File: config.mk
export PLATFORM = sky130hd
export DESIGN_NAME = multicycle_controller
export DESIGN_NICKNAME = d
export VERILOG_FILES = /design/src/rtl/multicycle_controller.sv
export SDC_FILE = /design/constraint.sdc
export NUM_CORES = 1
export LEC_CHECK = 0
export CORE_MARGIN = 1
export CORE_UTILIZATION = 45
export CTS_CLUSTER_DIAMETER = 60
export DETAILED_ROUTE_END_ITERATION = 16
export PLACE_DENSITY = 0.84
export REMOVE_ABC_BUFFERS = 1
export SYNTH_ARGS = -nofsm -noshare
export SYNTH_HDL_FRONTEND = slang
export SYNTH_SLANG_ARGS = --single-unit
export TNS_END_PERCENT = 50
File: constraint.sdc
create_clock -name clock -period 2.96 [get_ports clock]
set_clock_uncertainty 0.05 [all_clocks]
set_input_delay 0.592 -clock clock [delete_from_list [all_inputs] [get_ports clock]]
set_output_delay 0.592 -clock clock [all_outputs]
set_load 0.01 [all_outputs]
File: src/rtl/multicycle_controller.sv
// rtl/multicycle_controller.sv - multi-cycle FETCH/EXEC/MEM controller with flags, call depth and traps
module multicycle_controller #(
  parameter int INSTR_W     = 19,
  parameter int ADDR_W      = 12,
  parameter int STACK_DEPTH = 8,
  parameter int MEM_TIMEOUT = 16,
  localparam int SD_W       = $clog2(STACK_DEPTH + 1),
  localparam int TO_W       = $clog2(MEM_TIMEOUT + 1)
) (
  input  logic               clock,
  input  logic               reset_n,
  input  logic [INSTR_W-1:0] instr,
  input  logic               instr_valid,
  output logic               instr_ready,
  input  logic               zero_in,
  input  logic               carry_in,
  input  logic               mem_ack,
  output logic [2:0]         alu_fn,
  output logic               alu_src_imm,
  output logic               r2_alt,
  output logic [1:0]         wb_sel,
  output logic [1:0]         sh_fn,
  output logic               reg_write,
  output logic               mem_req,
  output logic               mem_we,
  output logic               pc_en,
  output logic [1:0]         pc_sel,
  output logic               push,
  output logic               pop,
  output logic               flag_z,
  output logic               flag_c,
  output logic [SD_W-1:0]    stack_depth,
  output logic               fault
);

  localparam logic [1:0] S_FETCH = 2'd0;
  localparam logic [1:0] S_EXEC  = 2'd1;
  localparam logic [1:0] S_MEM   = 2'd2;
  localparam logic [1:0] S_TRAP  = 2'd3;

  logic [1:0]      state;
  logic [5:0]      op;
  logic [TO_W-1:0] tmo;

  // Only the opcode is latched; address/register fields go straight to the datapath.
  logic unused_fields;
  assign unused_fields = ^{instr[INSTR_W-7:0], ADDR_W[0]};

  logic is_alu, is_shift, is_load, is_store, is_branch, is_jmp, is_call, is_ret;
  logic full, empty, taken;

  assign is_alu    = ~op[5];
  assign is_shift  = (op[5:3] == 3'b110);
  assign is_load   = (op[5:1] == 5'b10000);
  assign is_store  = (op[5:1] == 5'b10001);
  assign is_branch = (op[5:3] == 3'b101);
  assign is_jmp    = (op[5:1] == 5'b11100);
  assign is_call   = (op[5:1] == 5'b11101);
  assign is_ret    = (op == 6'b111100);
  assign full      = (stack_depth == SD_W'(STACK_DEPTH));
  assign empty     = (stack_depth == '0);
  assign fault     = (state == S_TRAP);

  always_comb begin
    case (op[2:1])
      2'b00:   taken = flag_z;
      2'b01:   taken = ~flag_z;
      2'b10:   taken = flag_c;
      default: taken = ~flag_c;
    endcase
  end

  // Outputs are decoded from state, the latched opcode and (in MEM) the live ack.
  always_comb begin
    instr_ready = 1'b0;
    alu_fn      = 3'b000;
    alu_src_imm = 1'b0;
    r2_alt      = 1'b0;
    wb_sel      = 2'b00;
    sh_fn       = 2'b00;
    reg_write   = 1'b0;
    mem_req     = 1'b0;
    mem_we      = 1'b0;
    pc_en       = 1'b0;
    pc_sel      = 2'b00;
    push        = 1'b0;
    pop         = 1'b0;
    case (state)
      S_FETCH: instr_ready = 1'b1;
      S_EXEC: begin
        if (is_alu) begin
          alu_fn      = op[3:1];
          alu_src_imm = op[4];
          reg_write   = 1'b1;
          pc_en       = 1'b1;
        end else if (is_shift) begin
          sh_fn     = op[2:1];
          wb_sel    = 2'b01;
          reg_write = 1'b1;
          pc_en     = 1'b1;
        end else if (is_branch) begin
          pc_en  = 1'b1;
          pc_sel = taken ? 2'b01 : 2'b00;
        end else if (is_jmp) begin
          pc_en  = 1'b1;
          pc_sel = 2'b10;
        end else if (is_call && !full) begin
          push   = 1'b1;
          pc_en  = 1'b1;
          pc_sel = 2'b10;
        end else if (is_ret && !empty) begin
          pop    = 1'b1;
          pc_en  = 1'b1;
          pc_sel = 2'b11;
        end
      end
      S_MEM: begin
        mem_req = 1'b1;
        mem_we  = is_store;
        r2_alt  = is_store;
        wb_sel  = 2'b10;
        if (mem_ack) begin
          reg_write = is_load;
          pc_en     = 1'b1;
        end
      end
      default: ;
    endcase
  end

  always_ff @(posedge clock or negedge reset_n) begin
    if (!reset_n) begin
      state       <= S_FETCH;
      op          <= 6'd0;
      tmo         <= '0;
      flag_z      <= 1'b0;
      flag_c      <= 1'b0;
      stack_depth <= '0;
    end else begin
      case (state)
        S_FETCH: begin
          tmo <= '0;
          if (instr_valid) begin
            op    <= instr[INSTR_W-1 -: 6];
            state <= S_EXEC;
          end
        end
        S_EXEC: begin
          state <= S_FETCH;
          if (is_alu) begin
            flag_z <= zero_in;
            flag_c <= carry_in;
          end else if (is_shift) begin
            flag_z <= zero_in;
          end else if (is_load || is_store) begin
            state <= S_MEM;
          end else if (is_call) begin
            if (full) state <= S_TRAP;
            else stack_depth <= stack_depth + 1'b1;
          end else if (is_ret) begin
            if (empty) state <= S_TRAP;
            else stack_depth <= stack_depth - 1'b1;
          end else if (!is_branch && !is_jmp) begin
            state <= S_TRAP;
          end
        end
        S_MEM: begin
          if (mem_ack) begin
            state <= S_FETCH;
          end else if (tmo == TO_W'(MEM_TIMEOUT - 1)) begin
            state <= S_TRAP;
          end else begin
            tmo <= tmo + 1'b1;
          end
        end
        default: state <= S_TRAP;
      endcase
    end
  end

endmodule

Yosys cells after proc, flatten, opt, wreduce, memory -nomap -nowiden --
Index checks and enable logic that the tools add are counted.
Word-level totals: bits of input ports 25, bits in registers 19
Operators by class: multiplexer cells 67, $add $sub $neg 3, bitwise operators 5, reduce and logical (&&, ||, !) cells 19, eq/ne operators 21
Operator list (count):
- 2-bit 2-to-1 mux | 21
- 1-bit 2-to-1 mux | 32
- 5-bit equality test (second input constant) | 4
- 4-bit 2-to-1 mux | 4
- 5-bit 2-to-1 mux | 2
- 2-bit != test (second input constant) | 5
- 5-bit case mux with 2 select lines | 1
- 2-bit AND reduction | 4
- 7-bit AND reduction | 1
- 2-bit equality test (second input constant) | 3
- 3-bit equality test (second input constant) | 2
- 6-bit equality test (second input constant) | 1
- 3-bit 2-to-1 mux | 2
- 2-bit case mux with 3 select lines | 1
- 5-bit by 1-bit adder with 5-bit output (second input constant) | 1
- 5-bit by 4-bit equality test with 1-bit output (second input constant) | 1
- 1-bit NOT | 5
- 4-bit by 1-bit adder with 4-bit output (second input constant) | 1
- 2-bit by 1-bit equality test with 1-bit output (second input constant) | 2
- 4-bit equality test (second input constant) | 1
- 1-bit logical NOT | 4
- 2-bit logical NOT | 2
- 4-bit logical NOT | 1
- 1-bit case mux with 2 select lines | 2
- 9 further kinds | 12

Logic depth before layout (Yosys ltp) --
Gate-level depths: netlist (run 1).
word-level depth 10, depth in mapped cells 9, mapped depth without buffers 7

Worst setup path before layout (run 1) --
No wires, ideal clock.
path type flip-flop to output port, start point register stack_depth[1], end point output pc_en, slack 809 ps, cell stages (with the launch flop) 6, buffers on the path 1, data arrival time 1509 ps, cells stage by stage dfrtp_1 -> or3_1 -> buf_2 -> o211a_1 -> o32ai_1 -> a41oi_1
Between the ends: longest elaborated chain between the ends 10
Ends and longest elaborated chain:
- start, declared | RTL line 32 | output logic [SD_W-1:0] stack_depth,
- start signal, assigned | RTL line 159 | else stack_depth <= stack_depth + 1'b1;
- start signal, assigned | RTL line 162 | else stack_depth <= stack_depth - 1'b1;
- 4-bit logical NOT | RTL line 61 | assign empty = (stack_depth == '0);
- 1-bit logical NOT | RTL line 111 | end else if (is_ret && !empty) begin
- 1-bit logical AND | RTL line 111
- 1-bit 2-to-1 mux | RTL line 111
- 1-bit 2-to-1 mux (*) | RTL line 107 | end else if (is_call && !full) begin
- 1-bit 2-to-1 mux (*) | RTL line 104 | end else if (is_jmp) begin
- 1-bit 2-to-1 mux (*) | RTL line 101 | end else if (is_branch) begin
- 1-bit 2-to-1 mux (*) | RTL line 96 | end else if (is_shift) begin
- 1-bit 2-to-1 mux (*) | RTL line 91 | if (is_alu) begin
- 1-bit case mux with 2 select lines (*) | RTL line 88 | case (state)
- end, declared | RTL line 26 | output logic pc_en,
Mark *: on every way between the ends. The rest lies on a longest branch, timed or not.

Worst setup path in the final report (run 1) --
Ends and elaborated chain as after synthesis.

==> key figures, run 1 <==
Cells and area
  • Area grow syn2layout: 29.3%
  • Antenna diodes: 0
  • Nets@finish: 212
  • Storage element area: ~480 sq um
  • Layout cells sized above 1: 0.186
  • Area of the multi-input gates: 875 sq um
  • Filler cell count: approximately 270
  • Final Instance Area: 1840 sq um

Clocking
  • Setup bufs post-CTS: 0
  • Num CTS Buffers: 3
  • Hold_buf cts: 0
  • CTS Buffer Depth: 2
  • Clock-pin slew on the worst setup and hold paths: between 0.1 and 0.15 ns
  • H-tree depth: 1
  • Clk Latency, worst-skew pair: 0.29 ns
  • CTS root buf: clkbuf_4
  • CTS tree: built
  • CTS Sinks: 19

Synthesis
  • Yosys warning total: 0
  • Flops & latches, synth: 19
  • Yosys cell types: between 40 and 50
  • EDFF count, synth: 0
  • Avg Cell Area, Syn: between 9 and 10 sq um
  • Share of the synthesized area in the top cell type: 0.334
  • Register area share after synthesis: 0.334
  • Largest area contributor in the netlist: dfrtp_1
  • Synth top area cells: dfrtp_1 33%, mux2_2 7.1%, ha_1 7.0%, nand2_1 3.2%, nor2_1 2.4%
  • Syn Inst Count: ~150
  • Post-synth ARST share: 1.00
  • Top_reg_cell synth: dfrtp_1
  • Mapped Area: 1420 sq um

STA
  • Max Clk Rate: 350 MHz
  • RSZ-0062 raised after global routing: no
  • Fin crit share: 0.967
  • Setup_tns: 0 ns
  • Worst-Margin Slew: 0.842 ns
  • Final setup fails: 0
  • Endpoints failing hold: 0
  • Max-slew violation count: 0
  • Hold slack: 0.478 ns
  • Final min period: between 2 and 3 ns
  • Slew headroom: 0.437

Placed design
  • RePlAce Congestion: 0.814
  • Placed instance area: 1780 sq um
  • PortBufs: 36
  • Detailed placement HPWL: 2.34 mm

Floorplanning
  • Die area: 3390 sq um
  • Die Height: 58.2 um
  • Rows: 20
  • Core Region: 3030 sq um
  • Die Wd: between 50 and 60 um
  • Io pins: 50
  • Initial Utilization: 0.470

Setup path
  • CP max FO: 6
  • Crit path launch type: register
  • Crit. End Element: output pin
  • Crit Path Class: reg2out
  • Worst EP arrival: roughly 2.2 ns
  • Reg-to-reg slack, setup: 0.69 ns
  • Crit path required time: 2.32 ns

Global route
  • Total grt overflow: 0
  • Number of global-route vias before repair: about 1200
  • Global-route wire length before repair: approximately 5 mm
  • GR Util All Layers: 0.191
  • Initial antenna violation count: 0
  • Pin count of the biggest net entering global routing: 20

Run
  • MaxCap Viol Count: 0

Outcome
  • Status: completed

Drt
  • Post-DR vias/cell: 5.38
  • Initial DRC count: between 40 and 50
  • WL per Instance: about 13 um
  • DR pass1 iterations: 4
  • Vias: 1189
  • Total length of routed wires: 2.97 mm
  • DRC: 0
  • ANT nets after route: 0

Power
  • Power per cell area: 896 nW/um^2
  • VDD IR max: 0.491 mV
  • Pleak: 0.807 nW

Min path
  • Min-delay worst type: reg2reg
==> kinds of logic (layout without fill, tap and decap cells) <==
family,after synthesis,in the layout,synth area share
adders and majority gates,9,9,0.0844
muxes,12,12,0.0994
and+or+nand+nor,55,55,0.219
AOI/OAI and AO/OA,27,27,0.161
buffers and inverters,18,49,0.0651
xor gates and xnor gates,6,6,0.0369
DFF,19,19,0.334
==> power by group <==
group / leakage [nW] / total (W) / switching (W) / internal (W)
registers: 0.235 / 0.000529 / 0.000165 / 0.000364
logic: 0.554 / 0.000987 / 0.000457 / 0.000530
clock network: 0.0177 / 0.000132 / 0.0000818 / 0.0000502
==> metal layers <==
metal,track usage,part of all wire,wire [um],up-vias
met3,0.0290,0.022,64,2
met4,0.0408,0.0047,14,0
met1,0.243,0.45,1320,582
met5,0,0,0,-
li1,-,-,-,585
met2,0.342,0.53,1570,20
==> through the flow <==
stage | setup slack, ns | std cells | util | power [W]
floorplan | 0.788 | 136 | - | 0.00112
global placement | 0.244 | 217 | 0.589 | 0.00145
detailed placement | 0.234 | 217 | 0.589 | 0.00149
CTS | 0.0148 | 221 | 0.600 | 0.00163
global route | 0.0132 | 221 | 0.607 | 0.00178
finish | 0.0988 | 221 | 0.607 | 0.00165
==> worst max-delay path: stages (launching register included) <==
cell             delay (ns)
dfrtp_2                0.47
or3_4                  0.44
o211a_1                0.24
o32ai_2                0.13
a41oi_1                0.15
clkdlybuf4s50_1        0.50
==> cells in the final DEF, fill, tap and decap left out, drive strengths merged, types with 2 or more instances in the layout <==
master and n:
and3 2, o22ai 2, and4b 2, nor2 9
xnor2 3, nand3 4, inv 8, or3 4
nor2b 4, nand2 12, ha 8, clkbuf 3
and2 4, nand2b 3, o21ai 4, a22o 2
nand4 2, mux2 11, o22a 2, clkdlybuf4s50 35
dfrtp 19, o211a 3, a21oi 3, nor3 5
a211oi 2, xor2 3
==> cells in the mapped netlist (2+ instances only) <==
cell,number
and4b_1,2
nand2_1,12
xor2_1,3
nand2b_1,3
xnor2_1,3
dfrtp_1,19
inv_1,8
buf_2,5
nor2b_1,4
o211a_1,3
buf_4,3
ha_1,8
mux2_2,9
and2_1,4
a21oi_1,3
nor2_1,9
nand3_1,4
nand4_1,2
or3_1,4
o22a_1,2
nor3_1,5
mux2_4,2
o21ai_0,4
==> layout make-up <==
| type | instances | area share |
|---|---|---|
| inverters | 8 | 0.0163 |
| clock inverters | 1 | 0.00272 |
| clock buffers | 3 | 0.0122 |
| well taps | 44 | 0.0299 |
| flip-flops and latches | 19 | 0.262 |
| multi-input cells | 109 | 0.476 |
| repair buffers | 37 | 0.201 |
==> final timing paths <==
check | start | end | cells past startpoint
worst max register to register | op[2] | stack_depth[3] | 7
max in group asynchronous | reset_n | op[5] | 1
min in group asynchronous | reset_n | stack_depth[3] | 1
worst min-delay path | tmo[4] | tmo[4] | 2
worst min register to register | tmo[4] | tmo[4] | 2
worst max-delay path | stack_depth[1] | pc_en | 5
==> sequential cells by signal (all words and copies together) (netlist names) <==
name         cells
stack_depth      4
flag_z           1
state            2
op               6
tmo              5
flag_c           1
==> timing repair <==
| item | 4_1_cts | 5_1_grt |
|---|---|---|
| endpoints found under the setup margin | 2 | 2 |
| gates cloned | 0 | 0 |
| resized for setup | 2 | 10 |
Note: power is estimated with default switching activity, not from simulation.
==> run 2: changes to the inputs <==
--- a/config.mk
+++ b/config.mk
@@ -5,10 +5,12 @@
 export SDC_FILE = /design/constraint.sdc
 export NUM_CORES = 1
 export LEC_CHECK = 0
+export CAP_MARGIN = 20
 export CORE_MARGIN = 1
 export CORE_UTILIZATION = 45
 export CTS_CLUSTER_DIAMETER = 60
 export DETAILED_ROUTE_END_ITERATION = 16
+export GPL_TIMING_DRIVEN = 0
 export PLACE_DENSITY = 0.84
 export REMOVE_ABC_BUFFERS = 1
 export SYNTH_ARGS = -nofsm -noshare
==> key figures, run 2 (synthesis gave the netlist of run 1 again) <==
Cells and area
  • Antenna diodes: 0
  • Most common cell after layout, fill and taps aside: clkdlybuf4s50_1
  • Commonest non-fill, non-tap cells in the layout: 34 x clkdlybuf4s50_1, 14 x dfrtp_1, 12 x nand2_1, 9 x nor2_1, 9 x mux2_2
  • Largest regs: op x6, tmo x5, stack_depth x4
  • Most flops, register: op
  • Area grow syn2layout: 28.8%
  • Final Instance Area: 1830 sq um
  • Max reg flops: 6
  • Nets@finish: ~210
  • Layout cells sized above 1: 0.176

Floorplanning
  • Core Region: just over 3000 sq um
  • Io pins: 50
  • Die Height: 58.2 um
  • Initial Utilization: 0.470
  • Die Wd: between 50 and 60 um
  • Rows: 20
  • Die area: roughly 3400 sq um

Setup path
  • Crit path required time: 2.32 ns
  • Worst EP arrival: 2.14 ns
  • Crit. End Element: output pin
  • Slowest-stage cell, CP: clkdlybuf4s50_1
  • Crit-path max cell delay: 0.55 ns
  • Crit path launch type: register
  • Crit Path Class: reg2out
  • Critical path's top delay family: buffers and inverters
  • CP max FO: 10
  • Worst path buffer plus inverter count: 1
  • Critical-path cell list: mux2i_1 -> xnor2_1 -> or3_1 -> a21oi_1 -> clkdlybuf4s50_1

STA
  • RSZ-0062 raised after global routing: no
  • Setup_tns: 0 ns
  • Final min period: 2.79 ns
  • Final setup fails: 0
  • Fin crit share: 0.941
  • Slew headroom: 0.443
  • Worst-Margin Slew: 0.833 ns
  • Max-slew violation count: 0
  • Max Clk Rate: around 360 MHz
  • Endpoints failing hold: 0

Drt
  • Total length of routed wires: 3.08 mm
  • ANT nets after route: 0
  • DR pass1 iterations: 4
  • WL per Instance: 14.0 um
  • DRC: 0
  • Initial DRC count: 22
  • Vias: 1206
  • Post-DR vias/cell: 5.48

Global route
  • GR Util All Layers: 0.206
  • Number of global-route vias before repair: approximately 1300
  • Initial antenna violation count: 0
  • Pin count of the biggest net entering global routing: 20
  • Total grt overflow: 0
  • Global-route wire length before repair: 5.42 mm

Clocking
  • Num CTS Buffers: 3
  • CTS Buffer Depth: 2
  • Clock-pin slew on the worst setup and hold paths: 0.11 ns
  • Clk Latency, worst-skew pair: between 0.2 and 0.3 ns
  • CTS Sinks: 19
  • CTS tree: built
  • CTS root buf: clkbuf_4
  • H-tree depth: 1

Placed design
  • PortBufs: 36
  • RePlAce Congestion: 0.810
  • Placed instance area: approximately 1800 sq um
  • Detailed placement HPWL: approximately 2.5 mm

Power
  • Power per cell area: 894 nW/um^2
  • Pleak: 0.815 nW
  • VDD IR max: between 0.4 and 0.5 mV

Outcome
  • Status: completed

Run
  • MaxCap Viol Count: 0

Min path
  • Min-delay worst type: reg2reg
-- run 2: layout make-up --
cell class                      count  area [sq um]
Sequential cell                    19           482
Inverter                            8          30.0
Clock buffer                        4          26.3
Fill cell                         268          1190
Timing Repair Buffer               36           365
Tap cell                           44          55.1
Multi-Input combinational cell    109           875
-- run 2: repair_timing --
item | 4_1_cts | 5_1_grt
setup endpoints to repair | 2 | 2
gates resized for setup | 4 | 9
buffers inserted | 0 | 0
hold buffers | 0 | 0
pin swaps | 0 | 0
-- run 2: worst paths after layout --
path	start	to	slack, ns	cells past startpoint
min in group asynchronous	reset_n	stack_depth[3]	0.71	1
max	op[2]	pc_sel[0]	0.17	5
min	tmo[4]	tmo[4]	0.50	2
max reg2reg	op[2]	stack_depth[3]	0.62	7
min reg2reg	tmo[4]	tmo[4]	0.50	2
max in group asynchronous	reset_n	op[5]	1.57	1
-- run 2: per-layer routing --
metal  vias up  track usage  part of all wire
met5         -            0                 0
met4         0       0.0238            0.0026
met3         2       0.0647             0.049
met2        37        0.384              0.54
met1       592        0.235              0.41
li1        575            -                 -
-- run 2: where the power goes --
| part | leakage [nW] | total [W] | switching, W | internal [W] |
|---|---|---|---|---|
| clock network | 0.0150 | 0.000130 | 0.0000774 | 0.0000524 |
| logic | 0.565 | 0.000966 | 0.000448 | 0.000519 |
| registers | 0.235 | 0.000542 | 0.000179 | 0.000363 |
| total | 0.815 | 0.00164 | 0.000704 | 0.000934 |
-- run 2: stage by stage --
step / hold slack, ns / cells / worst slack [ns] / util / total power, W
4_1_cts: 0.504 / 220 / 0.00127 / 0.598 / 0.00163
6_report: 0.497 / 220 / 0.174 / 0.605 / 0.00164
3_3_place_gp: 0.434 / 216 / 0.246 / 0.586 / 0.00144
2_1_floorplan: 0.246 / 136 / 0.788 / - / 0.00112
5_1_grt: 0.550 / 220 / 0.0445 / 0.605 / 0.00178
3_5_place_dp: 0.481 / 216 / 0.213 / 0.586 / 0.00148
-- run 2: tightest hold or removal path, stage by stage (launching register included) --
cell and delay [ns]:
dfrtp_1 0.37, nand3_1 0.07, o21ai_0 0.07
